==> src/rtl/ir_op_executor_if.sv <==
// Op handshake, pixel input, frame RAM port and readout stream of ir_op_executor.
interface ir_op_executor_if #(
   parameter int unsigned ADDR_W = 10,
   parameter int unsigned DATA_W = 16
) ();
   logic [2:0]        iOp_Code;
   logic              oOp_Done;
   logic              oBusy;
   logic              oErr;
   logic              iPix_Valid;
   logic [DATA_W-1:0] iPix_Data;
   logic              oMem_We;
   logic              oMem_Re;
   logic [ADDR_W-1:0] oMem_Addr;
   logic [DATA_W-1:0] oMem_Wdata;
   logic [DATA_W-1:0] iMem_Rdata;
   logic              oOut_Valid;
   logic [DATA_W-1:0] oOut_Data;
   logic              iOut_Ready;

   modport slave (
      input  iOp_Code, iPix_Valid, iPix_Data, iMem_Rdata, iOut_Ready,
      output oOp_Done, oBusy, oErr, oMem_We, oMem_Re, oMem_Addr, oMem_Wdata, oOut_Valid, oOut_Data
   );

   modport master (
      output iOp_Code, iPix_Valid, iPix_Data, iMem_Rdata, iOut_Ready,
      input  oOp_Done, oBusy, oErr, oMem_We, oMem_Re, oMem_Addr, oMem_Wdata, oOut_Valid, oOut_Data
   );
endinterface

==> src/rtl/ir_op_executor.sv <==
// Local-domain executor for CLEAR / CAPTURE / READOUT on a single-port frame RAM.
// Optional CAPTURE pixel-gap timeout enabled by IRSTORE_OP_TIMEOUT_EN.
module ir_op_executor #(
   parameter int unsigned ADDR_W      = 10,
   parameter int unsigned DATA_W      = 16,
   parameter int unsigned FRAME_WORDS = 768,
   parameter int unsigned STABLE_CYC  = 3,
   parameter int unsigned TIMEOUT_CYC = 4096
) (
   input logic            iClk_Local,
   input logic            iRst,
   ir_op_executor_if.slave bus
);

   localparam int unsigned       CntW       = $clog2(STABLE_CYC);
   localparam logic [ADDR_W-1:0] LastAddr   = ADDR_W'(FRAME_WORDS - 1);
   localparam logic [CntW-1:0]   LastSample = CntW'(STABLE_CYC - 1);

   if (STABLE_CYC < 2 || FRAME_WORDS < 1 || FRAME_WORDS > (1 << ADDR_W) || TIMEOUT_CYC < 1)
   begin : gParamCheck
      $error("ir_op_executor: illegal parameter set");
   end

   typedef enum logic [2:0] {
      StIdle, StQual, StClear, StCapture, StReadout, StDone, StRelease
   } stateT;

   stateT             stateQ, stateD;
   logic [2:0]        opQ, opD;
   logic [CntW-1:0]   cntQ, cntD;
   logic [ADDR_W-1:0] addrQ, addrD;
   logic [ADDR_W-1:0] outCntQ, outCntD;
   logic              errQ, errD;
   logic              pendQ, pendD;
   logic [DATA_W-1:0] pixQ, pixD;
   logic              rdDoneQ, rdDoneD;
   logic              inflightQ, inflightD;
   logic [DATA_W-1:0] fifoMemQ [2];
   logic [DATA_W-1:0] fifoMemD [2];
   logic              wrPtrQ, wrPtrD, rdPtrQ, rdPtrD;
   logic [1:0]        fifoCntQ, fifoCntD;
   logic [1:0]        occ;
   logic              pop, re, memWe;

`ifdef IRSTORE_OP_TIMEOUT_EN
   localparam int unsigned     GapW    = $clog2(TIMEOUT_CYC + 1);
   localparam logic [GapW-1:0] GapLast = GapW'(TIMEOUT_CYC - 1);
   logic [GapW-1:0] gapQ, gapD;
`endif

   always_comb begin
      stateD    = stateQ;
      opD       = opQ;
      cntD      = cntQ;
      addrD     = addrQ;
      outCntD   = outCntQ;
      errD      = errQ;
      pendD     = 1'b0;
      pixD      = pixQ;
      rdDoneD   = rdDoneQ;
      fifoMemD  = fifoMemQ;
      wrPtrD    = wrPtrQ;
      rdPtrD    = rdPtrQ;
`ifdef IRSTORE_OP_TIMEOUT_EN
      gapD      = gapQ;
`endif
      pop = (fifoCntQ != 2'd0) && bus.iOut_Ready;
      // Occupancy after this cycle's pop, so a full-rate stream keeps one read per cycle
      occ = fifoCntQ + {1'b0, inflightQ} - {1'b0, pop};
      re  = (stateQ == StReadout) && !rdDoneQ && (occ < 2'd2);
      inflightD = re;
      fifoCntD  = occ;
      if (inflightQ) begin
         fifoMemD[wrPtrQ] = bus.iMem_Rdata;
         wrPtrD           = ~wrPtrQ;
      end
      if (pop) rdPtrD = ~rdPtrQ;

      case (stateQ)
         StIdle: begin
            if (bus.iOp_Code != 3'b000) begin
               stateD = StQual;
               opD    = bus.iOp_Code;
               cntD   = '0;
            end
         end
         StQual: begin
            if (bus.iOp_Code != opQ) begin
               stateD = StIdle;
            end else if (cntQ == LastSample) begin
               errD    = 1'b0;
               addrD   = '0;
               outCntD = '0;
               rdDoneD = 1'b0;
`ifdef IRSTORE_OP_TIMEOUT_EN
               gapD    = '0;
`endif
               if (opQ[2]) begin
                  errD   = 1'b1;
                  stateD = StDone;
               end else begin
                  unique case (opQ[1:0])
                     2'b01:   stateD = StClear;
                     2'b10:   stateD = StCapture;
                     2'b11:   stateD = StReadout;
                     default: stateD = StIdle;
                  endcase
               end
            end else begin
               cntD = cntQ + CntW'(1);
            end
         end
         StClear: begin
            if (addrQ == LastAddr) stateD = StDone;
            else                   addrD  = addrQ + ADDR_W'(1);
         end
         StCapture: begin
            // Pixel is registered and written the following cycle
            pendD = bus.iPix_Valid;
            pixD  = bus.iPix_Data;
            if (pendQ) begin
               if (addrQ == LastAddr) begin
                  stateD = StDone;
                  pendD  = 1'b0;
               end else begin
                  addrD = addrQ + ADDR_W'(1);
               end
            end
`ifdef IRSTORE_OP_TIMEOUT_EN
            if (bus.iPix_Valid) begin
               gapD = '0;
            end else if (gapQ == GapLast) begin
               errD   = 1'b1;
               stateD = StDone;
               pendD  = 1'b0;
            end else begin
               gapD = gapQ + GapW'(1);
            end
`endif
         end
         StReadout: begin
            if (re) begin
               if (addrQ == LastAddr) rdDoneD = 1'b1;
               else                   addrD   = addrQ + ADDR_W'(1);
            end
            if (pop) begin
               if (outCntQ == LastAddr) stateD  = StDone;
               else                     outCntD = outCntQ + ADDR_W'(1);
            end
         end
         StDone: begin
            if (bus.iOp_Code == 3'b000) begin
               stateD = StRelease;
               cntD   = '0;
            end
         end
         StRelease: begin
            if (bus.iOp_Code != 3'b000)  stateD = StDone;
            else if (cntQ == LastSample) stateD = StIdle;
            else                         cntD   = cntQ + CntW'(1);
         end
         default: stateD = StIdle;
      endcase
   end

   always_ff @(posedge iClk_Local) begin
      if (iRst) begin
         stateQ    <= StIdle;
         opQ       <= '0;
         cntQ      <= '0;
         addrQ     <= '0;
         outCntQ   <= '0;
         errQ      <= 1'b0;
         pendQ     <= 1'b0;
         pixQ      <= '0;
         rdDoneQ   <= 1'b0;
         inflightQ <= 1'b0;
         fifoMemQ  <= '{default: '0};
         wrPtrQ    <= 1'b0;
         rdPtrQ    <= 1'b0;
         fifoCntQ  <= '0;
`ifdef IRSTORE_OP_TIMEOUT_EN
         gapQ      <= '0;
`endif
      end else begin
         stateQ    <= stateD;
         opQ       <= opD;
         cntQ      <= cntD;
         addrQ     <= addrD;
         outCntQ   <= outCntD;
         errQ      <= errD;
         pendQ     <= pendD;
         pixQ      <= pixD;
         rdDoneQ   <= rdDoneD;
         inflightQ <= inflightD;
         fifoMemQ  <= fifoMemD;
         wrPtrQ    <= wrPtrD;
         rdPtrQ    <= rdPtrD;
         fifoCntQ  <= fifoCntD;
`ifdef IRSTORE_OP_TIMEOUT_EN
         gapQ      <= gapD;
`endif
      end
   end

   assign memWe          = (stateQ == StClear) || ((stateQ == StCapture) && pendQ);
   assign bus.oBusy      = (stateQ != StIdle);
   assign bus.oOp_Done   = (stateQ == StDone) || (stateQ == StRelease);
   assign bus.oErr       = errQ;
   assign bus.oMem_We    = memWe;
   assign bus.oMem_Re    = re;
   assign bus.oMem_Addr  = (memWe || re) ? addrQ : '0;
   assign bus.oMem_Wdata = ((stateQ == StCapture) && pendQ) ? pixQ : '0;
   assign bus.oOut_Valid = (fifoCntQ != 2'd0);
   assign bus.oOut_Data  = (fifoCntQ != 2'd0) ? fifoMemQ[rdPtrQ] : '0;

endmodule
==> src/flat_wrapper.sv <==
// flat-port wrapper written by rule: the top's interface ports become plain ports
module ir_op_executor_flat 
#(
   parameter int unsigned ADDR_W      = 10,
   parameter int unsigned DATA_W      = 16,
   parameter int unsigned FRAME_WORDS = 768,
   parameter int unsigned STABLE_CYC  = 3,
   parameter int unsigned TIMEOUT_CYC = 4096
)
  (iClk_Local, iRst, bus_iOp_Code, bus_iPix_Valid, bus_iPix_Data, bus_iMem_Rdata, bus_iOut_Ready, bus_oOp_Done, bus_oBusy, bus_oErr, bus_oMem_We, bus_oMem_Re, bus_oMem_Addr, bus_oMem_Wdata, bus_oOut_Valid, bus_oOut_Data);
  ir_op_executor_if #(.ADDR_W(ADDR_W), .DATA_W(DATA_W)) bus_i ();
  input logic iClk_Local;
  input logic iRst;
  input wire logic [$bits(bus_i.iOp_Code)-1:0] bus_iOp_Code;
  input wire logic [$bits(bus_i.iPix_Valid)-1:0] bus_iPix_Valid;
  input wire logic [$bits(bus_i.iPix_Data)-1:0] bus_iPix_Data;
  input wire logic [$bits(bus_i.iMem_Rdata)-1:0] bus_iMem_Rdata;
  input wire logic [$bits(bus_i.iOut_Ready)-1:0] bus_iOut_Ready;
  output wire logic [$bits(bus_i.oOp_Done)-1:0] bus_oOp_Done;
  output wire logic [$bits(bus_i.oBusy)-1:0] bus_oBusy;
  output wire logic [$bits(bus_i.oErr)-1:0] bus_oErr;
  output wire logic [$bits(bus_i.oMem_We)-1:0] bus_oMem_We;
  output wire logic [$bits(bus_i.oMem_Re)-1:0] bus_oMem_Re;
  output wire logic [$bits(bus_i.oMem_Addr)-1:0] bus_oMem_Addr;
  output wire logic [$bits(bus_i.oMem_Wdata)-1:0] bus_oMem_Wdata;
  output wire logic [$bits(bus_i.oOut_Valid)-1:0] bus_oOut_Valid;
  output wire logic [$bits(bus_i.oOut_Data)-1:0] bus_oOut_Data;
  assign bus_i.iOp_Code = bus_iOp_Code;
  assign bus_i.iPix_Valid = bus_iPix_Valid;
  assign bus_i.iPix_Data = bus_iPix_Data;
  assign bus_i.iMem_Rdata = bus_iMem_Rdata;
  assign bus_i.iOut_Ready = bus_iOut_Ready;
  assign bus_oOp_Done = bus_i.oOp_Done;
  assign bus_oBusy = bus_i.oBusy;
  assign bus_oErr = bus_i.oErr;
  assign bus_oMem_We = bus_i.oMem_We;
  assign bus_oMem_Re = bus_i.oMem_Re;
  assign bus_oMem_Addr = bus_i.oMem_Addr;
  assign bus_oMem_Wdata = bus_i.oMem_Wdata;
  assign bus_oOut_Valid = bus_i.oOut_Valid;
  assign bus_oOut_Data = bus_i.oOut_Data;
  ir_op_executor #(.ADDR_W(ADDR_W), .DATA_W(DATA_W), .FRAME_WORDS(FRAME_WORDS), .STABLE_CYC(STABLE_CYC), .TIMEOUT_CYC(TIMEOUT_CYC)) u_core (.iClk_Local(iClk_Local), .iRst(iRst), .bus(bus_i));
endmodule
==> config.mk <==
export PLATFORM = sky130hd
export DESIGN_NAME = ir_op_executor_flat
export DESIGN_NICKNAME = d
export VERILOG_FILES = /design/src/rtl/ir_op_executor_if.sv /design/src/rtl/ir_op_executor.sv /design/src/flat_wrapper.sv
export SDC_FILE = /design/constraint.sdc
export NUM_CORES = 1
export LEC_CHECK = 0
export ABC_CLOCK_PERIOD_IN_PS = 2500
export BUFFER_PORTS_ARGS = -buffer_cell sky130_fd_sc_hd__buf_2
export CAP_MARGIN = 20
export CORE_ASPECT_RATIO = 1.25
export CORE_UTILIZATION = 49
export DETAILED_ROUTE_END_ITERATION = 6
export GPL_ROUTABILITY_DRIVEN = 0
export PLACE_DENSITY = 0.74
export SLEW_MARGIN = 20
export SYNTH_ARGS = -nofsm -noshare
export SYNTH_HDL_FRONTEND = slang
export SYNTH_SLANG_ARGS = --single-unit
==> constraint.sdc <==
create_clock -name iClk_Local -period 2.5 [get_ports iClk_Local]
set_clock_uncertainty 0.15 [all_clocks]
set_input_delay 0.25 -clock iClk_Local [delete_from_list [all_inputs] [get_ports iClk_Local]]
set_output_delay 0.25 -clock iClk_Local [all_outputs]
set_load 0.02 [all_outputs]
==> flow_metrics.py <==
metrics = {
    "sta": {
        "fin_crit_ps": 2849,
        "max_freq_ghz": 0.3510,
        "tightest_slew_ps": 704.1,
        "setup_tns_ps": -3740,
        "rsz0062_at_grt": "yes",
        "period_share": 1.140,
        "maxSlewHeadroom": 0.5306,
        "setup_viol": 17,
        "holdWs_ps": 14.07,
        "slew_viol_final": 0,
        "setup_ws_ps": -349.2,
        "hold_viol": 0,
    },
    "grt": {
        "antenna_found_initial": 0,
        "grt_use_met3": 0.04127,
        "grtUsageMet2": 0.4379,
        "busiest_layer": "met2",
        "grt_pass1_vias": 3946,
        "grt.overflow.total": 0,
        "grt_max_degree": 47,
        "grt_usage": 0.2430,
        "grt_first_pass_wirelength_um": 17580,
        "use_met1": 0.2904,
    },
    "worst_setup_path": {
        "path_class": "flip-flop to primary output",
        "cp.required_ps": 2100,
        "crit_path_start_kind": "flip-flop",
        "end_kind": "primary output",
        "rr_startpoint": "u_core.fifoCntQ[0]$_SDFF_PP0_",
        "critPathMaxFanout": 5,
        "worstSetupStartpoint": "u_core.fifoCntQ[0]$_SDFF_PP0_",
        "critPathArrivalTime_ps": 2450,
        "r2r_slack_ps": -70,
    },
    "floorplan": {
        "row_count": 37,
        "die-area_um2": 8781,
        "chipHeight_um": 104.5,
        "num_io_pins": 87,
        "die_width_um": 84.02,
        "core-area_um2": 8194,
        "start_util": 0.5028,
    },
    "placed_design": {
        "dpl.hpwl_um": 6854,
        "port_buffers": 86,
        "place_inst": 700,
    },
    "pwr": {
        "finalPower_uw": 3102,
        "p_leak_uw": 0.002218,
        "peakVddDrop_v": 0.0003685,
        "power_density_nw_per_um2": 562.5,
    },
    "drt": {
        "drc_errors": 16,
        "dr.pass1.iters": 7,
        "vias_per_cell": 5.565,
        "drtIter0Drc": 250,
        "routedWlPerCell_um": 14.02,
        "num_vias": 4196,
        "wl_um": 10570,
        "detail-route-antenna-nets": 0,
    },
    "clocking": {
        "cts.clk_slew.worst_paths_ps": 90,
        "cts_sinks": 84,
        "htreeDepth": 3,
        "cts_made_buffers": 9,
        "cts_tree": "done",
        "cts-root-buf": "clkbuf_8",
        "cts_buffer_depth": 2,
        "clk_latency_ps": 350,
    },
    "cells_and_area": {
        "drive_gt1_frac": 0.2390,
        "synthToLayoutAreaGrowth_pct": 33.86,
        "diodes": 0,
        "layout_commonest_cell": "nand2_1",
        "n_fill_cell": 688,
        "nets": 698,
        "utilization": 0.6731,
        "fin_cells": 754,
        "final_cell_mix": "nand2_1 (114), dfxtp_1 (83), buf_2 (75)",
    },
    "outcome": {
        "status": "finished with violations",
        "violations": "DRC, setup timing",
    },
    "yosys": {
        "synth_edf_count": 0,
        "ys_warn_count": 0,
        "postSynthNetCount": 576,
        "yosys.area.top_type": "dfxtp_1",
        "synthDistinctLibCells": 50,
        "yosys.area.top_type_share": 0.4081,
        "synthArstFlopShare": 0,
        "syn-instance-count": 530,
        "yosys_most_used_dff": "dfxtp_1",
        "syn_area_per_cell_um2": 7.774,
        "syn_area_um2": 4120,
        "seq_area_frac_synth": 0.4081,
        "synth.area.top_cells": "dfxtp_1 (41%), nand2_1 (10%), a21oi_1 (7.7%)",
        "synth_seq_cells": 84,
    },
    "min_path": {
        "min_from": "bus_iMem_Rdata[7]",
        "hold_class": "primary input to flip-flop",
    },
    "run": {
        "cap_violations": 0,
    },
}
## cells in the mapped netlist, types with 3 or more instances
| cell | count |
|---|---|
| o31ai_1 | 5 |
| nand4_1 | 9 |
| o32ai_1 | 4 |
| o21ai_0 | 16 |
| nand2_1 | 114 |
| a31oi_1 | 7 |
| ha_1 | 7 |
| clkbuf_1 | 27 |
| a22oi_1 | 3 |
| a21oi_1 | 63 |
| nand2b_1 | 5 |
| dfxtp_1 | 84 |
| and3_1 | 23 |
| nand3_1 | 11 |
| nor2b_1 | 13 |
| nor3_1 | 7 |
| o211ai_1 | 3 |
| nor2_1 | 43 |
| buf_2 | 3 |
| and2_1 | 8 |
| mux2i_1 | 17 |
| inv_1 | 9 |
| or3_1 | 3 |
| xor2_1 | 12 |
## layer usage
| metal | part of all wire | routed length, um | vias to the layer above |
|---|---|---|---|
| li1 | - | - | 2079 |
| met1 | 0.43 | 4573 | 1994 |
| met2 | 0.52 | 5457 | 110 |
| met3 | 0.037 | 391 | 13 |
| met4 | 0.014 | 152 | 0 |
| met5 | 0 | 0 | - |
## worst max-delay path, cell delays in order (launching register included)
cell	delay, ps
dfxtp_1	350
o21ai_2	150
inv_1	90
ha_1	300
inv_1	70
ha_2	160
xor3_2	280
nor3_4	190
nor2_4	90
clkbuf_16	190
nor2b_4	110
buf_6	120
## power breakdown
part	total (uW)	leakage (uW)	switching, uW	internal (uW)
Clock	884	0.0000795	514	370
Combinational	798	0.00146	456	341
Sequential	1420	0.000679	36.9	1380
## final timing paths
check | endpoint | cells after the start
worst max register to register | u_core.addrQ[8]$_SDFFE_PP0P_ | 11
worst min register to register | u_core.pixQ[0]$_SDFFE_PP0N_ | 2
worst max-delay path | bus_oMem_Addr[0] | 11
worst min-delay path | u_core.fifoMemQ[23]$_SDFFE_PP0P_ | 3
## per-stage QoR
stage	instance area [um2]	setup WS, ps
after floorplan	4209	-34.05
after global placement	4781	107.7
after detailed placement	4781	-16.52
after CTS	5413	-278.8
after global routing	5515	-484.4
final	5515	-349.2
## cell families (layout without fill, tap and decap cells)
kind of cell / after synthesis / after routing / synth area share
DFF: 84 / 84 / 0.4081
and+or+nand+nor: 253 / 253 / 0.2937
xor gates and xnor gates: 13 / 13 / 0.03158
buffers and inverters: 40 / 167 / 0.03735
AOI/OAI and AO/OA: 116 / 116 / 0.1667
muxes: 17 / 17 / 0.04130
adders and majority gates: 7 / 7 / 0.02126
## sequential cells by signal (all words and copies together) (netlist names)
register and count:
u_core.rdDoneQ 1, u_core.inflightQ 1, u_core.addrQ 10, u_core.pendQ 1, u_core.fifoMemQ 32, u_core.pixQ 16, u_core.cntQ 2, u_core.stateQ 3
u_core.opQ 3, u_core.rdPtrQ 1, u_core.fifoCntQ 2, u_core.bus.oErr 1, u_core.wrPtrQ 1, u_core.outCntQ 10
## final cells by class
cell class	instances	area, um2	area share
Multi-Input combinational cell	406	2470	0.4478
Sequential cell	84	1683	0.3051
Timing Repair Buffer	142	1031	0.1869
Clock buffer	10	127.6	0.02314
Tap cell	97	121.4	0.02201
Clock inverter	6	48.80	0.008848
Inverter	9	33.78	0.006125
## repair_timing
| action | CTS | global route |
|---|---|---|
| hold buffers | 31 | 0 |
| resized for setup | 28 | 25 |
| setup endpoints to repair | 15 | 21 |
| buffers inserted | 4 | 3 |
| hold endpoints to repair | 43 | 0 |
| cloned | 1 | 0 |
| pin swaps | 0 | 10 |
Note: power is estimated with default switching activity, not from simulation.
